===== config.mk =====
export PLATFORM = sky130hd
export DESIGN_NAME = fifo_rd_stream
export DESIGN_NICKNAME = d
export VERILOG_FILES = /design/src/rtl/fifo_rd_stream.sv
export SDC_FILE = /design/constraint.sdc
export NUM_CORES = 1
export LEC_CHECK = 0
export ABC_AREA = 1
export CAP_MARGIN = 15
export CORE_UTILIZATION = 45
export CTS_CLUSTER_DIAMETER = 60
export CTS_CLUSTER_SIZE = 16
export DETAILED_ROUTE_END_ITERATION = 12
export GPL_TIMING_DRIVEN = 0
export PLACE_DENSITY = 0.7
export SYNTH_ARGS = -nofsm -noshare
export SYNTH_HDL_FRONTEND = slang
export SYNTH_SLANG_ARGS = --single-unit

===== constraint.sdc =====
create_clock -name clk -period 1.7 [get_ports clk]
set_input_delay 0.255 -clock clk [delete_from_list [all_inputs] [get_ports clk]]
set_output_delay 0.255 -clock clk [all_outputs]
set_load 0.005 [all_outputs]

===== src/rtl/fifo_rd_stream.sv =====
// fifo_rd_stream: drains a registered-read FIFO into a valid/ready stream, tagging every BURST_LEN-th beat
module fifo_rd_stream #(
    parameter int WIDTH     = 8,
    parameter int BURST_LEN = 4
) (
    input  logic             clk,
    input  logic             rst_n,
    input  logic             en,
    input  logic             fifo_empty,
    input  logic [WIDTH-1:0] fifo_rd_data,
    output logic             fifo_rd_en,
    output logic             m_valid,
    input  logic             m_ready,
    output logic [WIDTH-1:0] m_data,
    output logic             m_last,
    output logic             busy
);
    localparam int BW = BURST_LEN > 1 ? $clog2(BURST_LEN) : 1;
    localparam logic [BW-1:0] LAST_BEAT = BW'(BURST_LEN - 1);
    logic [1:0]       occ;
    logic [1:0]       level;
    logic             inflight;
    logic             head;
    logic             tail;
    logic             pop;
    logic [BW-1:0]    beat;
    logic [WIDTH-1:0] mem [2];
    assign pop        = m_valid & m_ready;
    assign level      = occ + {1'b0, inflight} - {1'b0, pop};
    assign fifo_rd_en = rst_n & en & ~fifo_empty & (level < 2'd2);
    assign m_valid    = occ != 2'd0;
    assign m_data     = mem[head];
    assign m_last     = m_valid & (beat == LAST_BEAT);
    assign busy       = m_valid | inflight;
    always_ff @(posedge clk) begin
        if (!rst_n) begin
            occ      <= '0;
            inflight <= 1'b0;
            head     <= 1'b0;
            tail     <= 1'b0;
            beat     <= '0;
            mem[0]   <= '0;
            mem[1]   <= '0;
        end else begin
            occ      <= level;
            inflight <= fifo_rd_en;
            if (inflight) begin
                mem[tail] <= fifo_rd_data;
                tail      <= ~tail;
            end
            if (pop) begin
                head <= ~head;
                beat <= beat == LAST_BEAT ? '0 : beat + 1'b1;
            end
        end
    end
endmodule


==> run metrics <==
Final Net Count=approximately 170; Starting DRT DRC Count=15; vias in the first global route=slightly below 900; largest net degree at the start of global routing=14; Rows=17; die height=about 50 µm; CP Max Fanout=3; outcome=finished, violations left; crit path to=fifo_rd_en; violated checks=negative setup slack; synthesis-to-layout area growth=38.18%; via count=866; leakage power=0.7165 nW; share of layout cells above drive strength 1=28.57%; CP Cell Sequence=nor2_4 -> nor2_4 -> ha_4 -> inv_2 -> ha_4 -> inv_2 -> nand3_2 -> nand2_2 -> nor2_1 -> buf_2; die width=51.47 µm; Power Total=slightly below 2 mW; power share of the clock group=12.5%; CP arrival=1.68 ns; synth warn=0; final setup margin=-0.2363 ns; Worst Max-Slew Pin Slew=0.3837 ns; drt wl/cell=roughly 11 µm; critical path type=reg -> out; Final Cell Area=0.001521 mm²; internal power=roughly 1.3 mW; top cell type's share of synthesized area=between 40% and 50%; switch share=31.74%; Levels on crit path=10; Post-DP Area=0.001376 mm²; sequential area share after synthesis=58.18%; Comb pwr share=47.6%; synth top area cells=edfxtp_1 44%, dfxtp_1 15%, nor2_1 10%, mux2_2 8.2%, nand2_1 6.5%; first-pass GRT wire length=between 3 and 4 mm; Yosys top cell by area=edfxtp_1; Netlist cell types=14; power density over the cells=1297 mW/mm²; Ant. Diodes=0; final slew viol count=0; sw power=626.3 µW; Crit-path slowest cell=dfxtp_4; final hold violation count=0; die area=0.002649 mm²; clock sinks=24; Crit path required time=1.44 ns; Clock transition at path regs=0.13 ns; Final setup viols=2; DRT antenna net count=0; CTS Buf Count=3; #FFs+latches synth=24; worst IR drop on VDD=around 0.84 mV; Final Skew=0.001231 ns; H-tree Lvls=1; reg2reg start=occ[0]; pre-CTS WS=-0.8361 ns; R2R Setup Slk=-0.19 ns; Setup TNS=-0.4241 ns; CTS tree=done; initial antenna violation count=0; R2R cell count=14; Total GRT Usage=18.19%; unrepaired setup endpoints after global routing=true; post-synthesis cell count=about 120; Port Buf Inserts=24; Max Freq=516.5 MHz; Core Box Area=0.002255 mm²; crit end category=output port; fin crit share=113.9%; Critical R2R Capture=inflight; Top delay family on crit path=adder cells; Routed WL=2.058 mm; syn avg cell area=9.492 µm²; mapped cell area=0.001101 mm²; Final min period=1.936 ns; Hold Path Class=in -> reg; slew margin rel.=74.36%; GRT overflow=0; GP Congestion=between 0.6 and 0.7; CTS Buffer Depth=2; Final HPWL DP=1.349 mm; crit-path max cell delay=0.39 ns; Seq pwr share=39.8%; DRT Pass-1 Iters=4; Crit path buffers/inverters=3; CP Launch Type=flop; clock root cell=clkbuf_4; Remaining DRCs=0; vias per cell=4.758; Clock Latency Late Sink=0.30 ns; CTS Hold Buffers Added=0; syn_nets=around 130; Initial Util=48.83%; Crit. Startpoint=occ[0]; io pins=25; cell count after placement=approximately 170; Final Non-Filler Cells=182; max_cap viols=0
==> layer usage <==
layer / part of all wire, % / GRT usage [%]
met1: 40 / 18.98
met2: 56 / 35.50
met3: 3.4 / 2.976
met4: 0.53 / 6.757
met5: 0 / 0
==> layout by cell type (no fill, tap or decap), types with 4 or more instances in the layout <==
cell	Yosys	layout
dfxtp_1	8	4
nor2_1	30	29
nand3_1	5	4
nand2_2	3	5
buf_4	1	10
mux2_2	8	8
dlygate4sd2_1	0	9
nand2_1	19	17
clkdlybuf4s50_1	0	12
inv_1	18	16
edfxtp_1	16	16
==> area by class of cell <==
| type | count | area, µm² |
|---|---|---|
| buffer | 2 | 18.77 |
| clock buffer | 3 | 22.52 |
| clock inverter | 1 | 3.754 |
| fill | 188 | 733.2 |
| inverter | 19 | 71.32 |
| multi-input combinational | 71 | 426.7 |
| sequential | 24 | 650.6 |
| tap | 28 | 35.03 |
| timing repair buffer | 34 | 292.8 |
==> state kept, by name, summed over array words and instances (netlist names), named ones only <==
name / cells
beat: 2
head: 1
inflight: 1
mem: 16
occ: 2
tail: 1
==> power groups by stage <==
stage               sequential [mW]  clock (mW)  combinational (mW)
floorplan                     0.757           0               0.397
global placement              0.763           0               0.636
finish                        0.786       0.247               0.940
detailed placement            0.768           0               0.651
CTS                           0.780       0.260               0.902
global route                  0.796       0.275                1.05
==> Yosys cell counts <==
cell type,n
dfxtp_1,8
inv_1,18
edfxtp_1,16
buf_2,1
nand3_1,5
nand3b_1,2
nor2_1,30
ha_1,3
nor2_2,1
nand2_2,3
nand2_1,19
mux2_2,8
inv_2,1
buf_4,1
==> stage by stage <==
stage	hold WS, ns	util (%)
after floorplan	0.4239	-
after global placement	0.4720	61.04
after detailed placement	0.4822	61.04
after CTS	0.4287	67.31
after global routing	0.4568	67.48
final	0.4441	67.48
==> cell families (layout without fill, tap and decap cells) <==
| group | after synthesis | count (layout) | synth area share (%) |
|---|---|---|---|
| adders and majority gates | 3 | 3 | 3.409 |
| DFF | 24 | 24 | 58.18 |
| buffers and inverters | 21 | 59 | 7.613 |
| and+or+nand+nor | 60 | 60 | 22.61 |
| muxes | 8 | 8 | 8.182 |
==> worst register-to-register path: cells and delay by family, from the launching register on <==
family / cells / cell delay [ns]
adder cells (fa/ha/maj): 2 / 0.37
buffers and inverters: 7 / 0.68
flip-flops: 1 / 0.39
AND/OR/NAND/NOR: 5 / 0.40
==> worst min-delay path by stage <==
stage / slack [ns] / depth (start not counted) / startpoint / endpoint
after detailed placement: 0.48 / 2 / tail / tail
after CTS: 0.43 / 4 / m_ready / beat[1]
after global placement: 0.47 / 2 / tail / tail
after global routing: 0.46 / 4 / m_ready / beat[1]
after floorplan: 0.42 / 2 / en / inflight
final: 0.44 / 4 / m_ready / beat[1]
==> timing repair <==
| action | CTS | global route |
|---|---|---|
| resized for setup | 36 | 4 |
| pin swaps | 7 | 6 |
| cloned | 0 | 0 |
| setup buffers | 9 | 2 |
| endpoints found under the hold margin | 0 | 0 |
| endpoints found under the setup margin | 10 | 4 |
Power figures use the tool's default switching activity.
